==> src/rtl/fifo_pkt_writer.sv <==
// Write-side packet producer for the async FIFO (wclk domain).
// Skid-buffers a valid/ready stream, truncates long packets, writes {last, data}.
module fifo_pkt_writer #(
  parameter int WIDTH = 8,
  parameter int MAX_PKT = 64,
  localparam int LEN_W = $clog2(MAX_PKT + 1)
) (
  input  logic             wclk,
  input  logic             w_rst_n,
  input  logic             s_valid,
  output logic             s_ready,
  input  logic [WIDTH-1:0] s_data,
  input  logic             s_last,
  output logic             fifo_wr_en,
  output logic [WIDTH:0]   fifo_wr_data,
  input  logic             fifo_full,
  output logic             pkt_done,
  output logic [LEN_W-1:0] pkt_len,
  output logic             trunc_err,
  output logic [15:0]      pkt_cnt,
  output logic [15:0]      drop_cnt
);

  typedef enum logic [1:0] {
    IDLE,
    ACTIVE,
    DROP
  } state_t;

  typedef struct packed {
    logic             last;
    logic [WIDTH-1:0] data;
  } word_t;

  state_t           state;
  word_t            ent0;
  word_t            ent1;
  word_t            in_word;
  logic [1:0]       occ;
  logic [1:0]       occ_next;
  logic [1:0]       slot;
  logic [LEN_W-1:0] beat_cnt;
  logic [LEN_W-1:0] wr_len;
  logic             accept;
  logic             push;
  logic             pop;
  logic             at_limit;

  assign accept   = s_valid && s_ready;
  assign at_limit = beat_cnt == LEN_W'(MAX_PKT - 1);
  assign push     = accept && (state != DROP);
  assign pop      = (occ != 2'd0) && !fifo_full;
  assign slot     = occ - {1'b0, pop};

  // The MAX_PKT-th beat of an unterminated packet closes it
  assign in_word = {
    s_last || (state == ACTIVE && at_limit),
    s_data
  };

  assign fifo_wr_en   = pop;
  assign fifo_wr_data = ent0;

  always_comb begin
    occ_next = occ;
    unique case ({push, pop})
      2'b10:   occ_next = occ + 2'd1;
      2'b01:   occ_next = occ - 2'd1;
      default: occ_next = occ;
    endcase
  end

  // Skid storage: ent0 is always the head
  always_ff @(posedge wclk) begin
    if (!w_rst_n) begin
      occ     <= 2'd0;
      ent0    <= '0;
      ent1    <= '0;
      s_ready <= 1'b0;
    end else begin
      occ     <= occ_next;
      s_ready <= occ_next < 2'd2;
      if (pop)
        ent0 <= ent1;
      if (push) begin
        if (slot == 2'd0)
          ent0 <= in_word;
        else
          ent1 <= in_word;
      end
    end
  end

  always_ff @(posedge wclk) begin
    if (!w_rst_n) begin
      state     <= IDLE;
      beat_cnt  <= '0;
      trunc_err <= 1'b0;
      drop_cnt  <= '0;
    end else begin
      trunc_err <= 1'b0;
      if (accept) begin
        unique case (state)
          IDLE: begin
            if (!s_last) begin
              state    <= ACTIVE;
              beat_cnt <= LEN_W'(1);
            end
          end
          ACTIVE: begin
            if (s_last) begin
              state    <= IDLE;
              beat_cnt <= '0;
            end else if (at_limit) begin
              state     <= DROP;
              beat_cnt  <= '0;
              trunc_err <= 1'b1;
            end else begin
              beat_cnt <= beat_cnt + LEN_W'(1);
            end
          end
          DROP: begin
            if (drop_cnt != 16'hFFFF)
              drop_cnt <= drop_cnt + 16'd1;
            if (s_last)
              state <= IDLE;
          end
          default: state <= IDLE;
        endcase
      end
    end
  end

  always_ff @(posedge wclk) begin
    if (!w_rst_n) begin
      wr_len   <= '0;
      pkt_done <= 1'b0;
      pkt_len  <= '0;
      pkt_cnt  <= '0;
    end else begin
      pkt_done <= 1'b0;
      pkt_len  <= '0;
      if (pop) begin
        if (ent0.last) begin
          pkt_done <= 1'b1;
          pkt_len  <= wr_len + LEN_W'(1);
          pkt_cnt  <= pkt_cnt + 16'd1;
          wr_len   <= '0;
        end else begin
          wr_len <= wr_len + LEN_W'(1);
        end
      end
    end
  end

endmodule

==> config.mk <==
export PLATFORM = sky130hd
export DESIGN_NAME = fifo_pkt_writer
export DESIGN_NICKNAME = d
export VERILOG_FILES = /design/src/rtl/fifo_pkt_writer.sv
export SDC_FILE = /design/constraint.sdc
export NUM_CORES = 1
export LEC_CHECK = 0
export CAP_MARGIN = 30
export CELL_PAD_IN_SITES_DETAIL_PLACEMENT = 1
export CELL_PAD_IN_SITES_GLOBAL_PLACEMENT = 1
export CORE_ASPECT_RATIO = 0.8
export CORE_MARGIN = 1
export CORE_UTILIZATION = 35
export DETAILED_ROUTE_END_ITERATION = 8
export PLACE_DENSITY_LB_ADDON = 0.1
export SLEW_MARGIN = 20
export SYNTH_ARGS = -nofsm -noshare
export SYNTH_HDL_FRONTEND = slang
export SYNTH_SLANG_ARGS = --single-unit
==> constraint.sdc <==
create_clock -name wclk -period 1.9 [get_ports wclk]
set_clock_uncertainty 0.05 [all_clocks]
set_input_delay 0.19 -clock wclk [delete_from_list [all_inputs] [get_ports wclk]]
set_output_delay 0.19 -clock wclk [all_outputs]
set_load 0.005 [all_outputs]
Word level (Yosys, flattened, before mapping) --
Cells that the tools add are included.
Storage, ports and cells: register bits after elaboration 78, word-level logic and storage cells 70
Operators by class: $add $sub $neg 7, $lt $le $gt $ge 1, equal/unequal tests 10, muxes and demuxes 16, bitwise logic cells 4, reductions and logical operators 18
Operator list (number):
- adder 16 x 1 -> 16 bit (second input constant) | 2
- two-way mux 7 bit | 4
- two-way mux 9 bit | 3
- inequality test 16 bit (second input constant) | 1
- adder 7 x 1 -> 7 bit (second input constant) | 2
- one-hot mux 7 bit (2 select lines) | 1
- AND reduction 3 bit | 3
- two-way mux 2 bit | 4
- == test 7 x 6 -> 1 bit (second input constant) | 1
- inequality test 2 bit (second input constant) | 3
- one-hot mux 2 bit (3 select lines) | 1
- AND reduction 2 bit | 3
- == test 2 x 1 -> 1 bit (second input constant) | 2
- == test 2 bit (second input constant) | 2
- logical AND 1 bit | 4
- logical NOT 2 bit | 2
- inverter 1 bit | 4
- one-hot mux 2 bit (2 select lines) | 1
- AND reduction 4 bit | 1
- nonzero test 2 bit | 2
- OR reduction 4 bit | 1
- inequality test 3 bit (second input constant) | 1
- adder 2 x 1 -> 2 bit (second input constant) | 1
- < comparator 2 bit (second input constant) | 1
- other kinds (5) | 6

Longest topological paths before layout --
depth in word-level cells 6, mapped depth 9

Worst setup path before layout --
OpenSTA, ideal clock, no wires.
path type register to register, start register occ[0], end register s_ready, library setup time 0.115 ns, arrival 1.896 ns, data required time 1.735 ns, slack -0.161 ns, cell stages (with the launch flop) 9, path buffers 2, period minus slack after synthesis 2.061 ns, cells stage by stage dfxtp_1 o21bai_1 inv_1 clkbuf_1 buf_2 ha_1 nor2_1 xnor2_1 and2_1
Between the ends: word-level cells in the longest chain between the ends 5
RTL lines:
- from (decl) | line 39 | logic [1:0] occ;
- from (signal assigned) | line 81 | occ <= occ_next;
- nonzero test 2 bit * | line 52 | assign pop = (occ != 2'd0) && !fifo_full;
- logical AND 1 bit * | line 52
- via fifo_wr_en | line 14 | output logic fifo_wr_en,
- == test 2 x 1 -> 1 bit / == test 2 bit (equally long branches) | line 66 | unique case ({push, pop})
- one-hot mux 2 bit (2 select lines) * | line 66
- < comparator 2 bit * | line 82 | s_ready <= occ_next < 2'd2;
- to (signal assigned) | line 82
- to (decl) | line 11 | output logic s_ready,
The timed path passes the listed nets; every way through them passes the cells marked *. A chain may end at the register's enable or synchronous reset.

Worst setup path in the final report --
start register occ[0], end output port fifo_wr_en
Between the ends: word-level cells in the longest chain between the ends 2
RTL lines (line):
- nonzero test 2 bit | 52
- logical AND 1 bit | 52
- to (decl) | 14
Every way passes these cells.

==> impl_metrics.yaml <==
status:
  status: "completed"
critical_path:
  path_class: "reg -> out"
  critical_path_buf_inv_count: 3
  cp-start-kind: "flip-flop"
  endpoint_kind: "primary output"
  r2r_cells: 4
  timing.critical_path.cells: "o21bai_4 > inv_2 > buf_4 > clkdlybuf4s50_1"
  longest_individual_stage_delay_on_the_worst_path_ps: 500
  crit_fanout: 6
  cp_num_cells: 4
  timing.critical_path.slowest_stage_cell: "clkdlybuf4s50_1"
  cp_data_arrival_time_ps: 1570
  required_ps: 1660
  path_delay_family: "buffers and inverters"
sta:
  grt_setup_unrepaired: "false"
  post-route-min-period_ps: 1810
  layout_setup_ws_ps: 90.9
  worst_slew_margin_rel_pct: 72.7
  worst_slew_pin_slew_ps: 408
  max_clk_rate_mhz: 553
  report.final.slew_viol_count: 0
  tcrit_tclk_final_pct: 95.2
  finalSetupViolations: 0
  report.final.hold_viol_count: 0
placed_design:
  dpl_worst_slack_ps: -80.3
  placed_cells_incl_taps: 636
  gp_congestion: 0.789
  numPortBuffers: 64
  post-dp-hpwl_microns: 7230
  area_of_placed_instances_sq_um: 4620
yosys:
  synthDominantCellAreaShare_pct: 44.8
  syn_area_cell_sq_um: 8.63
  netlist_top_cells_area: "dfxtp_1, nand2_1, nor2_1"
  yosysTopAreaCell: "dfxtp_1"
  synth.yosys.warnings: 0
  syn_nets: 422
  netlist_instances: 404
  proportion_of_synthesized_chip_area_in_sequential_cells_pct: 44.8
  netlist-cell-type-count: 49
  ys_ff_latch: 78
  mapped_area_sq_um: 3490
clocking:
  cts_hold_buf: 0
  cts_htree_levels: 3
  cts_tree: "built"
  cts_num_sinks: 78
  worstSkewPairLatency_ps: 340
  clk_root_buffer_cell: "clkbuf_16"
  clock_path_buffers: 2
  clkTransAtPathRegs_ps: 60
  tritoncts_buffer_count: 9
detailed_routing:
  drt_pre_antenna_iters: 4
  drc: 0
  routed_wl_microns: 10100
  drt-wirelength-per-cell_microns: 15.5
  num_vias: 3402
  route.antenna.remaining_nets: 0
  detail_route.iter0.violations: 121
  average_vias_per_placed_instance: 5.22
die:
  floorplan.initialDensity_pct: 36.1
  io_pins: 65
  die_area_sq_um: 10400
  std_cell_rows: 32
  fp.dieH_microns: 91.3
  die_width_microns: 114
  core_area_sq_um: 9650
global_route:
  grt-busiest-layer: "met2"
  use_met3_pct: 4.41
  antenna_found_initial: 0
  grt_first_pass_wirelength_microns: 16900
  grtUsageMet1_pct: 25.2
  globalRouteMet2Util_pct: 35.4
  grt_overflow_total: 0
  groute.usage.overall_pct: 20.7
  vias_in_the_first_global_route: 3478
  maximum_number_of_pins_on_one_net_before_global_route_repair: 20
finish:
  final_cell_mix: "dfxtp_1, clkdlybuf4s50_1, buf_4"
  layout_commonest_cell: "dfxtp_1"
  final_core_utilization_pct: 51.6
  insertedDiodeCount: 0
  finalInstanceArea_sq_um: 4980
  final.fill_count: 1137
  post_route_cells_drive_above_1_share_pct: 15.9
  final_nets: 529
  layoutNonFillerInstCount: 652
  area_delta_synth_final_pct: 42.9
power_and_ir_drop:
  vdd_drop_max_v: 0.000517
  total_power_mw: 4.73
  power_density_nw_per_um2: 948
  cellLeakagePower_nw: 1.75
run:
  timing.max_cap.violations: 0
min_path:
  min_delay_path_depth: 2
  holdCritPathClass: "reg -> reg"
[state kept, by name, indices dropped and copies added, names as in the netlist, named ones only]
name	count
s_ready	1
beat_cnt	7
ent1	9
state	2
drop_cnt	16
occ	1
wr_len	7
trunc_err	1
pkt_cnt	16
pkt_done	1
pkt_len	7
fifo_wr_data	9
[metal layers]
layer	vias to the layer above	wire, microns
met5	-	0
met4	0	124
met3	10	369
met2	59	4930
met1	1655	4680
li1	1678	-
[repair_timing]
item	CTS	global route
resized for setup	2	3
buffers inserted	0	0
gates cloned	0	0
endpoints found under the setup margin	1	5
[kinds of logic (layout without fill, tap and decap cells)]
group / Yosys count / count (layout) / share of synthesized area, %
AOI/OAI and AO/OA: 81 / 81 / 14.4
xor gates and xnor gates: 17 / 17 / 4.27
buffers and inverters: 26 / 138 / 3.09
muxes: 14 / 14 / 4.02
adders and majority gates: 5 / 5 / 1.79
DFF: 78 / 78 / 44.8
and+or+nand+nor: 183 / 183 / 27.7
[stage by stage]
stage	hold WS, ps	TNS (ps)
finish	395	0
global route	415	0
CTS	398	0
detailed placement	386	-418
global placement	373	-70.4
floorplan	287	0
[path summary, 6_finish.rpt]
check,startpoint,endpoint,slack (ps)
setup / recovery,occ[0],fifo_wr_en,90
setup reg to reg,drop_cnt[5],drop_cnt[12],150
hold / removal,beat_cnt[6],beat_cnt[6],400
hold reg to reg,beat_cnt[6],beat_cnt[6],400
[synth_stat cells, drive strengths merged]
| library cell | count |
|---|---|
| or4 | 10 |
| nand4b | 3 |
| a311oi | 9 |
| buf | 4 |
| nor3 | 5 |
| and4b | 2 |
| xnor2 | 11 |
| and2 | 4 |
| inv | 7 |
| nor2b | 2 |
| nand2 | 46 |
| a21oi | 31 |
| nand3 | 14 |
| or3 | 12 |
| dfxtp | 78 |
| and3 | 5 |
| and4 | 2 |
| a2111o | 1 |
| nand3b | 3 |
| a211oi | 1 |
| o21bai | 1 |
| ha | 5 |
| o31ai | 9 |
| nor3b | 2 |
| and4bb | 1 |
| o311a | 1 |
| nand4 | 13 |
| a32o | 1 |
| nand2b | 5 |
| nor4 | 8 |
| o21ai | 21 |
| nor4b | 2 |
| o211a | 1 |
| o211ai | 1 |
| a31oi | 2 |
| clkbuf | 15 |
| mux2i | 14 |
| a31o | 1 |
| nor2 | 44 |
| xor2 | 6 |
| a2bb2oi | 1 |
[final cells by class]
cell class	instances	area [sq um]	share of cell area, %
sequential	78	1560	31.4
inverter	7	26.3	0.527
tap	136	170	3.41
timing repair buffer	115	1020	20.5
clock inverter	5	105	2.11
multi-input combinational	300	1840	37.0
clock buffer	11	253	5.07
[worst reg2reg max path, cell delays in order (launching register included)]
cell and delay [ps]:
dfxtp_1 410, nand4_4 130, or3_4 450, or4_1 510, a21oi_1 140
[power by group]
group | total [mW] | leakage (nW) | internal [mW] | switching [mW]
logic | 0.839 | 0.948 | 0.400 | 0.438
clock network | 2.05 | 0.168 | 1.35 | 0.691
registers | 1.84 | 0.631 | 1.75 | 0.0922
(Power assumes the default switching activity.)
